[src/rtl/psum_acc_pkg.sv]
// psum_acc_pkg: shared widths, lane type and saturating add for the psum accumulator.
package psum_acc_pkg;

    localparam int PSUM_BW = 16;
    localparam int COL     = 8;
    localparam int DEPTH   = 16;
    localparam int ADDR_BW = 4;

    typedef logic signed [PSUM_BW-1:0] lane_t;

    localparam lane_t PSUM_MAX = {1'b0, {(PSUM_BW-1){1'b1}}};
    localparam lane_t PSUM_MIN = {1'b1, {(PSUM_BW-1){1'b0}}};

    // One guard bit is enough: overflow shows as the top two sum bits disagreeing.
    function automatic lane_t sat(input lane_t a, input lane_t b);
        logic signed [PSUM_BW:0] s;
        s = {a[PSUM_BW-1], a} + {b[PSUM_BW-1], b};
        return (s[PSUM_BW] == s[PSUM_BW-1]) ? s[PSUM_BW-1:0] : (s[PSUM_BW] ? PSUM_MIN : PSUM_MAX);
    endfunction

endpackage

[src/rtl/psum_accumulator_sat_add.sv]
// psum_sat_add: one lane of the accumulator update, overwrite on first pass else saturating add.
module psum_sat_add
    import psum_acc_pkg::*;
(
    input  lane_t old,
    input  lane_t psum,
    input  logic  first,
    output lane_t sum
);

    assign sum = first ? psum : sat(old, psum);

endmodule

[src/rtl/psum_accumulator.sv]
// psum_accumulator: two-stage read-modify-write psum buffer with forwarding and a readout port.
// Optional PSUM_ACC_RELU_EN applies ReLU to readout lanes only; stored sums stay signed.
module psum_accumulator
    import psum_acc_pkg::*;
#(
    parameter int psum_bw = PSUM_BW,
    parameter int col     = COL,
    parameter int depth   = DEPTH,
    parameter int addr_bw = ADDR_BW
) (
    input  logic                   clk,
    input  logic                   reset,
    input  logic                   i_valid,
    output logic                   i_ready,
    input  logic [col*psum_bw-1:0] i_data,
    input  logic [addr_bw-1:0]     i_addr,
    input  logic                   i_first,
    input  logic                   o_rd,
    input  logic [addr_bw-1:0]     o_addr,
    output logic                   o_valid,
    output logic [col*psum_bw-1:0] o_data,
    output logic                   busy
);

    localparam int rw = col * psum_bw;
    localparam logic [(1<<addr_bw)-1:0] amask = {(1<<addr_bw){1'b1}} >> ((1<<addr_bw) - depth);

    logic [rw-1:0]      mem [depth];
    logic [depth-1:0]   flag;
    logic               s2_valid;
    logic               s2_first;
    logic [addr_bw-1:0] s2_addr;
    logic [rw-1:0]      s2_data;
    logic [rw-1:0]      s2_old;
    logic [rw-1:0]      s2_sum;
    logic [rw-1:0]      rd_in;
    logic [rw-1:0]      rd_out;
    logic [rw-1:0]      o_lanes;
    logic               s2_we;
    logic               acc;

    assign i_ready = ~reset & ~o_rd;
    assign acc     = i_valid & i_ready;
    assign s2_we   = s2_valid & amask[s2_addr];
    assign busy    = s2_valid;

    // Both read ports see the value being written this cycle, so nothing ever reads stale.
    assign rd_in  = (s2_we && s2_addr == i_addr) ? s2_sum :
                    (amask[i_addr] && flag[i_addr]) ? mem[i_addr] : '0;
    assign rd_out = (s2_we && s2_addr == o_addr) ? s2_sum :
                    (amask[o_addr] && flag[o_addr]) ? mem[o_addr] : '0;

    for (genvar k = 0; k < col; k++) begin : g_lane
        psum_sat_add u_add (
            .old   (s2_old[k*psum_bw +: psum_bw]),
            .psum  (s2_data[k*psum_bw +: psum_bw]),
            .first (s2_first),
            .sum   (s2_sum[k*psum_bw +: psum_bw])
        );
`ifdef PSUM_ACC_RELU_EN
        assign o_lanes[k*psum_bw +: psum_bw] = rd_out[k*psum_bw + psum_bw - 1] ? '0 : rd_out[k*psum_bw +: psum_bw];
`else
        assign o_lanes[k*psum_bw +: psum_bw] = rd_out[k*psum_bw +: psum_bw];
`endif
    end

    always_ff @(posedge clk or posedge reset) begin
        if (reset) begin
            s2_valid <= 1'b0;
            flag     <= '0;
            o_valid  <= 1'b0;
            o_data   <= '0;
        end else begin
            s2_valid <= acc;
            if (s2_we) flag[s2_addr] <= 1'b1;
            o_valid <= o_rd;
            if (o_rd) o_data <= o_lanes;
        end
    end

    always_ff @(posedge clk) begin
        if (acc) begin
            s2_data  <= i_data;
            s2_addr  <= i_addr;
            s2_first <= i_first;
            s2_old   <= rd_in;
        end
        if (s2_we) mem[s2_addr] <= s2_sum;
    end

endmodule
[config.mk]
export PLATFORM = sky130hd
export DESIGN_NAME = psum_accumulator
export DESIGN_NICKNAME = d
export VERILOG_FILES = /design/src/rtl/psum_acc_pkg.sv /design/src/rtl/psum_accumulator_sat_add.sv /design/src/rtl/psum_accumulator.sv
export SDC_FILE = /design/constraint.sdc
export NUM_CORES = 2
export LEC_CHECK = 0
export BUFFER_PORTS_ARGS = -buffer_cell sky130_fd_sc_hd__buf_2
export CORE_MARGIN = 2
export CORE_UTILIZATION = 50
export CTS_CLUSTER_DIAMETER = 80
export DETAILED_ROUTE_END_ITERATION = 12
export HOLD_SLACK_MARGIN = 0.08
export PLACE_DENSITY = 0.72
export SKIP_CTS_REPAIR_TIMING = 1
export SLEW_MARGIN = 5
export SYNTH_ARGS = -nofsm -noshare
export SYNTH_HDL_FRONTEND = slang
export SYNTH_SLANG_ARGS = --single-unit
[constraint.sdc]
create_clock -name clk -period 33.5 [get_ports clk]
set_input_delay 6.7 -clock clk [delete_from_list [all_inputs] [get_ports clk]]
set_output_delay 6.7 -clock clk [all_outputs]
set_load 0.005 [all_outputs]
## Word-level counts from Yosys, hierarchy flattened

Memories as Yosys holds them, arrays and structs flattened. A register that Yosys moved wholly into a read port is not among the register bits.
Index checks and enable logic that the tools add are counted.

| cells by class | value |
|---|---|
| order comparisons | 4 |
| shift-type cells | 0 |
| mux-type cells | 40 |
| equal/unequal tests | 10 |
| add/subtract/negate cells | 8 |
| bitwise gates (word level) | 6 |
| reduce and logical (&&, ||, !) cells | 5 |
| multipliers | 0 |
| divide/modulo/power cells | 0 |

Operators by type and width:

| kind | count |
|---|---|
| $mux W128 | 4 |
| $mux W16 | 24 |
| $add A16 B16 Y17 | 8 |
| $or A16 B16 Y16 | 1 |
| $lt A4 B5 Y1 const B | 3 |
| $bmux W1 S4 | 2 |
| $eq A1 B1 Y1 | 8 |
| $eq A4 B4 Y1 | 2 |
| $mux W1 | 8 |
| $logic_and A1 B1 Y1 | 5 |
| $demux W1 S4 | 1 |
| $ge A4 B1 Y1 const B | 1 |
| $mux W4 | 1 |
| $and A1 B1 Y1 | 3 |
| $not A1 Y1 | 2 |

| word-level totals | value |
|---|---|
| bits of input ports | 141 |
| ROM bits | 48 |
| register bits | 407 |
| latch bits | 0 |
| memories kept | 4 |
| bits in writable memories | 2048 |

Memories:

| memory | words | width | rd ports | clocked after memory_dff | wr ports | line | source |
|---|---|---|---|---|---|---|---|
| mem | 16 | 128 | 2 | 0 | 1 | psum_accumulator.sv:28 | `logic [rw-1:0] mem [depth];` |
| (no name shown) | 16 | 1 | 1 | 0 | 0 | psum_accumulator.sv:51 | `(amask[o_addr] && flag[o_addr]) ? mem[o_addr] : '0;` |
| (no name shown) | 16 | 1 | 1 | 0 | 0 | psum_accumulator.sv:49 | `(amask[i_addr] && flag[i_addr]) ? mem[i_addr] : '0;` |
| (no name shown) | 16 | 1 | 1 | 1 | 0 | psum_accumulator.sv:44 | `assign s2_we = s2_valid & amask[s2_addr];` |

## Logic depth before layout (Yosys ltp)

| logic depth | value |
|---|---|
| word-level depth | 5 |
| gate-level depth with buffers | 12 |
| mapped depth without buffers | 11 |

## By module

From an unflattened synthesis, not the netlist that was laid out.

| unflattened totals | value |
|---|---|
| cells, all modules | 6935 |
| area, all modules | 118277.2 sq um |

By module, submodules not included:

| module | instances | area each (sq um) | seq. area each (sq um) | cells each |
|---|---|---|---|---|
| psum_accumulator | 1 | 108467.8 | 72990.0 | 5679 |
| psum_sat_add | 8 | 1226.2 | 0.0 | 157 |

## Least setup slack after synthesis

No wires, ideal clock.

| timing path | value |
|---|---|
| kind | input -> output |
| start | input o_rd |
| end | output i_ready |
| path slack | 19.471 ns |
| arrival | 7.329 ns |
| stages on the path | 3 |
| cells stage by stage | clkbuf_1 > clkbuf_1 > nor2_1 |

| on the way | value |
|---|---|
| word-level cells in the longest chain between the ends | 2 |

Ends and longest elaborated chain:

| element | line | source |
|---|---|---|
| from (decl) | psum_accumulator.sv:18 | `input logic o_rd,` |
| $not A1 Y1 | psum_accumulator.sv:42 | `assign i_ready = ~reset & ~o_rd;` |
| $and A1 B1 Y1 | psum_accumulator.sv:42 |  |
| to (decl) | psum_accumulator.sv:14 | `output logic i_ready,` |

Every way passes these cells.

## Worst setup path in the final report

Same ends and word-level chain as after synthesis.

==> results.cfg <==
[synth]
synth.top_cell.area_share_pct = 59.5
ys_top_cells_by_area = edfxtp_1 59%, mux4_2 25%, dfrtp_1 3.1%
synthArstFlopShare_pct = 5.95
yosysTopAreaCell = edfxtp_1
yosysSeqAreaShare_pct = 62.6
syn_avg_cell_area_um2 = 18.9
synth_nets = 6443
ys.warnings.count = 0
synthFlopType = edfxtp_1
synth-edff-count = 2309
ys_types = 81
synth_area_um2 = 117000
ys_ff_latch = 2455
syn-instance-count = 6166

[floorplan]
die_w_um = 487
rows = 177
initial_core_util_pct = 50.2
die_h_um = 487
placeableCoreArea_um2 = 232000
io_pins = 272
dieArea_um2 = 237000

[setup_path]
reg2regPathDepth = 10
criticalPathCategory = in2out
worst-endpoint-arrival_ns = 7.26
cp.required_ns = 26.80
end_kind = primary output
start_kind = input pin
crit_fanout = 4

[routing]
firstDrtPassIters = 5
vias_per_cell = 7.09
routedWlPerCell_um = 35.8
dr.first_iter.drc_count = 9433
wl_mm = 347
drc = 0
via_count = 68700
antenna_left = 0

[clocking]
path_clk_slew_ns = 0.05
cts-buffers-inserted = 276
clock_latency_ns = 0.95
cts_tree = built
htreeDepth = 5
root_buffer = clkbuf_16
clkSinkCount = 2455
cts_buffer_depth = 4

[pwr]
p_sw_uw = 1770
ir_drop_mv = 0.0440
powerDensity_nw_per_um2 = 56.0
pwr-share-clk_pct = 40.4
p_int_uw = 5530
p_leak_uw = 0.0428
p_seq_share_pct = 48.6
power_frac_comb_pct = 10.9
swShare_pct = 24.2

[timing]
grt_setup_unrepaired = false
fin_crit_ns = 13.96
period_share_pct = 41.7
clock_skew_ns = 0.0767
setup_viol = 0
worstMarginPinSlew_ns = 1.26
maxSlewHeadroom_pct = 16.2
fmax_ghz = 0.0717
setup_tns_ns = 0
drv_slew = 0
hold_violations = 0

[finish]
final_common_cell = edfxtp_1
final_net_count = 6708
final_cell_mix = 2309 x edfxtp_1, 1289 x mux4_2, 281 x clkbuf_16
area_growth_pct = 11.8
stdcell_count = 9681
drive_gt1_share_pct = 32.8
fill_cells = 17100
final_cell_area_um2 = 130000
multiInputGateArea_um2 = 41600
regArea_um2 = 73000

[hold_path]
min_path_cells = 1
holdCritPathClass = reg2reg

[grt]
globalRouteTotalUtil_pct = 29.3
grt_pass1_vias = 69700
grt_max_degree = 123
grt_pass1_wl_mm = 498
grt.overflow.total = 0
antenna_found_initial = 16

[placement]
gp_congestion = 0.919
postPlaceCellArea_um2 = 122000
port-buffer-count = 271
dp_hpwl_mm = 197
dp.cells = 9196

[run]
maxCapViolCount = 0

[run_status]
status = finished clean
## worst paths after layout
check | slack, ns | end | start
max | 19.54 | i_ready | o_rd
min | 0.48 | flag[14] | flag[14]
max reg2reg | 28.45 | mem[2][36] | s2_data[33]
min reg2reg | 0.48 | flag[14] | flag[14]
max in group asynchronous | 26.05 | o_data[17] | reset
min in group asynchronous | 5.83 | o_data[100] | reset
## layout make-up
type	count	share of cell area [%]
Antenna cell	8	0.0154
Clock buffer	357	5.75
Clock inverter	120	0.908
Inverter	115	0.343
Multi-Input combinational cell	3162	31.9
Sequential cell	2455	56.0
Tap cell	3043	2.92
Timing Repair Buffer	421	2.15
## Yosys cell counts, drive strengths merged, types with 22 or more instances
cell type / count
o21a: 33
o31ai: 33
a21oi: 172
maj3: 22
xnor2: 60
edfxtp: 2309
inv: 115
a31oi: 34
a22oi: 91
and3: 49
buf: 168
xor2: 40
mux4: 1290
nand2: 174
clkbuf: 266
or2: 28
nor3: 41
dfrtp: 146
a21o: 66
o21ai: 254
nand2b: 23
nor2: 157
ha: 128
nand3: 119
a211oi: 35
o211ai: 29
## layer usage
layer  track usage, %  up-vias  wire length, um
li1                 -    26900                -
met1             38.2    36300           121000
met3             5.41      895            36100
met2             48.1     4479           171000
met5                0        -               74
met4             14.0       10            19400
## logic make-up after synthesis
| logic type | count (synthesis) | synth area share [%] |
|---|---|---|
| multiplexers | 1312 | 25.1 |
| AND/OR/NAND/NOR | 667 | 2.74 |
| flip-flops | 2455 | 62.6 |
| XOR/XNOR | 100 | 0.751 |
| AO/OA/AOI/OAI | 925 | 5.20 |
| adder cells (fa/ha/maj) | 158 | 1.70 |
| buffers and inverters | 549 | 1.89 |
## critical path, stage by stage
cell    delay, ns
buf_4        0.20
nor2_1       0.19
buf_2        0.14
## sequential cells by signal, summed over array words and instances (netlist names)
register  flops
s2_old      128
o_valid       1
mem        2048
s2_addr       4
flag         16
busy          1
s2_first      1
s2_data     128
o_data      128
## per-stage QoR
step                      worst slack, ns  hold WS (ns)  util (%)  total power (uW)
after CTS                           19.54         0.485      56.1              7320
after floorplan                     19.47         0.452         -              4090
after detailed placement            19.55         0.472      52.4              4400
after global placement              19.51         0.466      52.4              4380
after global routing                19.52         0.507      56.1              7490
final                               19.54         0.482      56.1              7300
## power by group through the flow
stage | clock network (uW) | logic, uW | registers [uW]
global route | 3100 | 848 | 3550
finish | 2950 | 797 | 3550
global placement | 0 | 774 | 3610
detailed placement | 0 | 789 | 3610
CTS | 2980 | 793 | 3550
floorplan | 0 | 512 | 3580
(Power assumes the default switching activity.)
